--- src/rtl/spi_slave_mem.sv ---
// SPI mode-0 slave fronting a byte memory; SPI pins are oversampled on sclk.
// Opcode CMD_WR streams bytes in, CMD_RD streams bytes out, both auto-increment.
module spi_slave_mem #(
    parameter int          AW     = 8,
    parameter logic [7:0]  CMD_WR = 8'h02,
    parameter logic [7:0]  CMD_RD = 8'h03
) (
    input  logic          sclk,
    input  logic          srstn,
    input  logic          SPI_SCLK,
    input  logic          SPI_CSN,
    input  logic          SPI_MOSI,
    output logic          SPI_MISO,
    output logic          mem_we,
    output logic [AW-1:0] mem_waddr,
    output logic [7:0]    mem_wdata,
    output logic          frame_done,
    output logic          cmd_err,
    input  logic [AW-1:0] dbg_addr,
    output logic [7:0]    dbg_rdata
);

    localparam int DEPTH = 1 << AW;

    typedef enum logic [2:0] {
        ST_IDLE,
        ST_CMD,
        ST_ADDR,
        ST_WDATA,
        ST_RDATA,
        ST_IGNORE
    } state_e;

    logic [2:0]    sck_q, sck_d;
    logic [2:0]    csn_q, csn_d;
    logic [1:0]    mosi_q, mosi_d;

    state_e        state_q, state_d;
    logic [2:0]    bit_cnt_q, bit_cnt_d;
    logic [6:0]    rx_sh_q, rx_sh_d;
    logic [7:0]    tx_sh_q, tx_sh_d;
    logic          dir_wr_q, dir_wr_d;
    logic [AW-1:0] addr_ptr_q, addr_ptr_d;
    logic          miso_q, miso_d;
    logic          mem_we_q, mem_we_d;
    logic [AW-1:0] mem_waddr_q, mem_waddr_d;
    logic [7:0]    mem_wdata_q, mem_wdata_d;
    logic          frame_done_q, frame_done_d;
    logic          cmd_err_q, cmd_err_d;

    logic [7:0]    mem_q [DEPTH];
    logic          wr_en;
    logic [AW-1:0] wr_addr;
    logic [7:0]    wr_data;

    logic          sck_rise, sck_fall, csn_fall, csn_high;
    logic          byte_done, is_wr, is_rd;
    logic [7:0]    rx_byte;
    logic [AW-1:0] byte_addr;

    // Stage 2 is the synced level, stage 3 is history for edge detect.
    always_comb begin
        sck_d  = {sck_q[1:0], SPI_SCLK};
        csn_d  = {csn_q[1:0], SPI_CSN};
        mosi_d = {mosi_q[0], SPI_MOSI};
    end

    assign sck_rise  = sck_q[1] & ~sck_q[2];
    assign sck_fall  = ~sck_q[1] & sck_q[2];
    assign csn_fall  = ~csn_q[1] & csn_q[2];
    assign csn_high  = csn_q[1];
    assign rx_byte   = {rx_sh_q, mosi_q[1]};
    assign byte_done = sck_rise && (bit_cnt_q == 3'd7);
    assign byte_addr = AW'(rx_byte);
    assign is_wr     = (rx_byte == CMD_WR);
    assign is_rd     = (rx_byte == CMD_RD);

    always_comb begin
        state_d      = state_q;
        bit_cnt_d    = bit_cnt_q;
        rx_sh_d      = rx_sh_q;
        tx_sh_d      = tx_sh_q;
        dir_wr_d     = dir_wr_q;
        addr_ptr_d   = addr_ptr_q;
        miso_d       = miso_q;
        mem_we_d     = 1'b0;
        mem_waddr_d  = mem_waddr_q;
        mem_wdata_d  = mem_wdata_q;
        frame_done_d = 1'b0;
        cmd_err_d    = 1'b0;
        wr_en        = 1'b0;
        wr_addr      = addr_ptr_q;
        wr_data      = rx_byte;

        if (state_q == ST_IDLE) begin
            if (csn_fall) begin
                state_d   = ST_CMD;
                bit_cnt_d = 3'd0;
            end
        end else if (csn_high) begin
            state_d      = ST_IDLE;
            bit_cnt_d    = 3'd0;
            miso_d       = 1'b0;
            frame_done_d = 1'b1;
        end else begin
            unique case (state_q)
                ST_CMD, ST_ADDR, ST_WDATA: begin
                    if (sck_rise) begin
                        rx_sh_d   = rx_byte[6:0];
                        bit_cnt_d = bit_cnt_q + 3'd1;
                    end
                    if (byte_done) begin
                        unique case (state_q)
                            ST_CMD: begin
                                unique case (1'b1)
                                    is_wr: begin
                                        state_d  = ST_ADDR;
                                        dir_wr_d = 1'b1;
                                    end
                                    is_rd: begin
                                        state_d  = ST_ADDR;
                                        dir_wr_d = 1'b0;
                                    end
                                    default: begin
                                        state_d   = ST_IGNORE;
                                        cmd_err_d = 1'b1;
                                    end
                                endcase
                            end
                            ST_ADDR: begin
                                addr_ptr_d = byte_addr;
                                if (dir_wr_q) begin
                                    state_d = ST_WDATA;
                                end else begin
                                    state_d    = ST_RDATA;
                                    tx_sh_d    = mem_q[byte_addr];
                                    addr_ptr_d = byte_addr + AW'(1);
                                end
                            end
                            default: begin
                                wr_en       = 1'b1;
                                mem_we_d    = 1'b1;
                                mem_waddr_d = addr_ptr_q;
                                mem_wdata_d = rx_byte;
                                addr_ptr_d  = addr_ptr_q + AW'(1);
                            end
                        endcase
                    end
                end
                ST_RDATA: begin
                    if (sck_fall) begin
                        miso_d  = tx_sh_q[7];
                        tx_sh_d = {tx_sh_q[6:0], 1'b0};
                    end
                    if (sck_rise) begin
                        bit_cnt_d = bit_cnt_q + 3'd1;
                        // Reload on the 8th edge so the next byte streams gap-free.
                        if (bit_cnt_q == 3'd7) begin
                            tx_sh_d    = mem_q[addr_ptr_q];
                            addr_ptr_d = addr_ptr_q + AW'(1);
                        end
                    end
                end
                default: begin
                end
            endcase
        end
    end

    always_ff @(posedge sclk or negedge srstn) begin
        if (!srstn) begin
            sck_q        <= '0;
            csn_q        <= '0;
            mosi_q       <= '0;
            state_q      <= ST_IDLE;
            bit_cnt_q    <= '0;
            rx_sh_q      <= '0;
            tx_sh_q      <= '0;
            dir_wr_q     <= 1'b0;
            addr_ptr_q   <= '0;
            miso_q       <= 1'b0;
            mem_we_q     <= 1'b0;
            mem_waddr_q  <= '0;
            mem_wdata_q  <= '0;
            frame_done_q <= 1'b0;
            cmd_err_q    <= 1'b0;
        end else begin
            sck_q        <= sck_d;
            csn_q        <= csn_d;
            mosi_q       <= mosi_d;
            state_q      <= state_d;
            bit_cnt_q    <= bit_cnt_d;
            rx_sh_q      <= rx_sh_d;
            tx_sh_q      <= tx_sh_d;
            dir_wr_q     <= dir_wr_d;
            addr_ptr_q   <= addr_ptr_d;
            miso_q       <= miso_d;
            mem_we_q     <= mem_we_d;
            mem_waddr_q  <= mem_waddr_d;
            mem_wdata_q  <= mem_wdata_d;
            frame_done_q <= frame_done_d;
            cmd_err_q    <= cmd_err_d;
        end
    end

    always_ff @(posedge sclk or negedge srstn) begin
        if (!srstn) begin
            for (int i = 0; i < DEPTH; i++) begin
                mem_q[i] <= 8'h00;
            end
        end else if (wr_en) begin
            mem_q[wr_addr] <= wr_data;
        end
    end

    assign SPI_MISO   = miso_q;
    assign mem_we     = mem_we_q;
    assign mem_waddr  = mem_waddr_q;
    assign mem_wdata  = mem_wdata_q;
    assign frame_done = frame_done_q;
    assign cmd_err    = cmd_err_q;
    assign dbg_rdata  = mem_q[dbg_addr];

endmodule

--- config.mk ---
export PLATFORM = sky130hd
export DESIGN_NAME = spi_slave_mem
export DESIGN_NICKNAME = d
export VERILOG_FILES = /design/src/rtl/spi_slave_mem.sv
export SDC_FILE = /design/constraint.sdc
export NUM_CORES = 2
export LEC_CHECK = 0
export CORE_MARGIN = 1
export CORE_UTILIZATION = 25
export CTS_CLUSTER_SIZE = 20
export DETAILED_ROUTE_END_ITERATION = 8
export GPL_ROUTABILITY_DRIVEN = 0
export SLEW_MARGIN = 40
export SYNTH_ARGS = -nofsm -noshare
export SYNTH_HDL_FRONTEND = slang
export SYNTH_SLANG_ARGS = --single-unit
--- constraint.sdc ---
create_clock -name sclk -period 3.2 [get_ports sclk]
set_input_delay 0.32 -clock sclk [delete_from_list [all_inputs] [get_ports sclk]]
set_output_delay 0.32 -clock sclk [all_outputs]
set_load 0.05 [all_outputs]
==> results.cfg <==
[synth]
yosys-top-cells-area = dfrtp_1 41%, mux4_2 29%, mux2_2 18%
ys_async_sr_fraction = 1.00
muxShareOfSynthArea = 0.500
synth_top_area_frac = 0.410
synthAdderAreaFrac = 0.000779
synthesis.nets = 8317
synth-xor-area-share = 0.000477
synth-edff-count = 0
yosysMostFrequentCell = dfrtp_1
ys_top_cells_by_count = 2106 x dfrtp_1, 2082 x mux2_2, 1682 x mux4_2, 508 x clkbuf_1, 295 x nor2_1
synth_compound_area_frac = 0.0309
yosys.area_share.simple = 0.0277
syn_avg_cell_area_um2 = 15.5
synth.distinct_cells = 78
synth-seq-area-share = 0.410
synth.cell_area_um2 = 128000
synth_top_family_by_area = multiplexers
synthCells = 8296
ys_seq_elements = 2106
synth_ff_type = dfrtp_1
synth_area_leader_cell = dfrtp_1
synth_warnings = 0

[finish]
area_growth_syn_to_layout_pct = 25.3
multi_input_area_um2 = 73300
design_area_um2 = 161000
seq_area_um2 = 52800
num-fill-cells = 49800
drive_gt1_frac = 0.635
finalNetCount = 9491

[placed_design]
placed_area_um2 = 149000
dpl.hpwl_um = 405000
io_buffers = 40
preCtsSetupSlack_ns = -1.12

[timing]
fin_hold_ws_ns = 0.188
final-max-slew-violation-count = 0
setup_viol = 18
worst_slew_pin_slew_ns = 0.984
fin_setup_tns_ns = -9.95
fin_crit_sh = 1.48
fin_skew_ns = 0.0589
grt_setup_unrepaired = true
slew_headroom = 0.341
period_minus_slack_ns = 4.73
max_freq_mhz = 211
finalHoldViolCount = 0
setup_ws_ns = -1.53

[setup_path]
path_class = flip-flop to output port
arrival_ns = 4.41
cp_data_required_time_ns = 2.88
cp_max_fo = 4
end_kind = output port
start_kind = flip-flop

[clock_network]
numCtsBuffers = 238
cts_root_buffer = clkbuf_16
clock_tree.htree_level_count = 4
cts_tree = yes
clk_latency_ns = 0.99
clkTransAtPathRegs_ns = 0.06
cts.sinks = 2106
clockBufferDepth = 4

[pwr]
pwr-share-comb = 0.139
peakVddDrop_uv = 446
seq_power_share = 0.412
clkPwrFrac = 0.449
power.switching_w = 0.0184
swShare = 0.284
p_int_w = 0.0464
powerDensity_nw_per_um2 = 403
power_leakage_nw = 68.2

[job]
cap_violations = 0

[drt]
wire_per_inst_um = 34.1
wirelength_um = 560000
drtPass1Iterations = 9
viasPerCell = 5.85
ant_nets = 0
drt-initial-drc-count = 13800
num_vias = 96000
route.detailed.drc = 0

[global_routing]
grt_max_degree = 149
grt_pass1_wl_um = 783000
grt_pass1_vias = 94200
track_usage = 0.211
grt_overflow = 0
antenna_found_initial = 32

[status]
violations = negative setup slack
status = finished, violations left

[floorplan]
dieArea_um2 = 517000
die_y_um = 719
core-area_um2 = 510000
start_util = 0.252
ios = 41
die_x_um = 719
rows = 262

[worst_hold_path]
hp-class = primary input to async pin
final cells by class:
type	instances	share of cell area
multi-input cells	5364	0.456
flip-flops and latches	2106	0.328
repair buffers	1742	0.113
well taps	6732	0.0523
clock buffers	349	0.0435
clock inverters	81	0.00680
inverters	18	0.000466
diodes	21	0.000326
flip-flops by register name (all words and copies together) (netlist names), 2 cells and up:
signal,cells
mosi_q,2
mem_wdata,8
tx_sh_q,8
mem_waddr,8
state_q,3
csn_q,3
addr_ptr_q,8
bit_cnt_q,3
rx_sh_q,7
sck_q,3
mem_q,2048
cell usage in the layout, fill, tap and decap left out, types with 32 or more instances in the layout:
cell,instances
nand3_1,83
clkbuf_8,55
a21oi_1,77
mux4_2,1689
nor2_2,36
clkbuf_16,246
o21ai_0,50
nand2_1,167
nor2_1,276
clkinv_2,32
a22oi_1,115
buf_4,1284
mux2_2,2081
buf_12,320
clkbuf_1,52
dfrtp_1,2088
mux2i_1,205
buf_6,51
o22ai_1,41
per-layer routing:
layer	part of all wire	up-vias	wire, um	global-route usage
met5	0.00090	-	506	0.00176
met4	0.071	34	39700	0.118
met3	0.14	1574	77600	0.0871
met2	0.42	6669	234000	0.299
met1	0.37	51700	207000	0.270
li1	-	36000	-	-
worst paths after layout:
check	from	to	slack [ns]	cells past startpoint
max reg2reg	addr_ptr_q[0]	tx_sh_q[1]	-0.27	11
max	mem_q[1132]	dbg_rdata[4]	-1.53	7
min	srstn	mem_q[1932]	0.19	3
max in group asynchronous	srstn	mem_q[230]	2.08	4
min reg2reg	sck_q[0]	sck_q[1]	0.36	0
min in group sclk	SPI_MOSI	mosi_q[0]	0.35	2
through the flow:
step / utilization / instances / power (W)
2_1_floorplan: - / 8296 / 0.0309
6_report: 0.315 / 16400 / 0.0649
5_1_grt: 0.315 / 16400 / 0.0662
4_1_cts: 0.313 / 16300 / 0.0647
3_5_place_dp: 0.292 / 15800 / 0.0356
3_3_place_gp: 0.292 / 15800 / 0.0356
cell families after synthesis:
logic type	Yosys count
xor+xnor	7
buf+inv	826
simple gates	774
compound gates	568
fa+ha+maj	8
flops	2106
mux	4007
what timing repair did:
item | CTS | global route
gates resized for setup | 227 | 132
setup endpoints to repair | 16 | 16
setup buffers | 79 | 79
cloned | 15 | 3
hold endpoints to repair | 1411 | 0
hold buffers | 5 | 0
pin swaps | 45 | 56
critical path, cell delays in order, from the launching register on:
cell and delay (ns):
dfrtp_1 0.41, mux4_2 0.53, mux4_2 0.57, mux4_2 0.63, a22oi_2 0.74, buf_4 0.27, nand2_8 0.08, buf_8 0.19
power by group through the flow:
stage	combinational, W	clock (W)	sequential, W
2_1_floorplan	0.00378	0	0.0272
3_3_place_gp	0.00837	0	0.0272
3_5_place_dp	0.00839	0	0.0272
4_1_cts	0.00859	0.0294	0.0267
5_1_grt	0.00910	0.0304	0.0267
6_report	0.00901	0.0291	0.0267
Power figures use the tool's default switching activity.
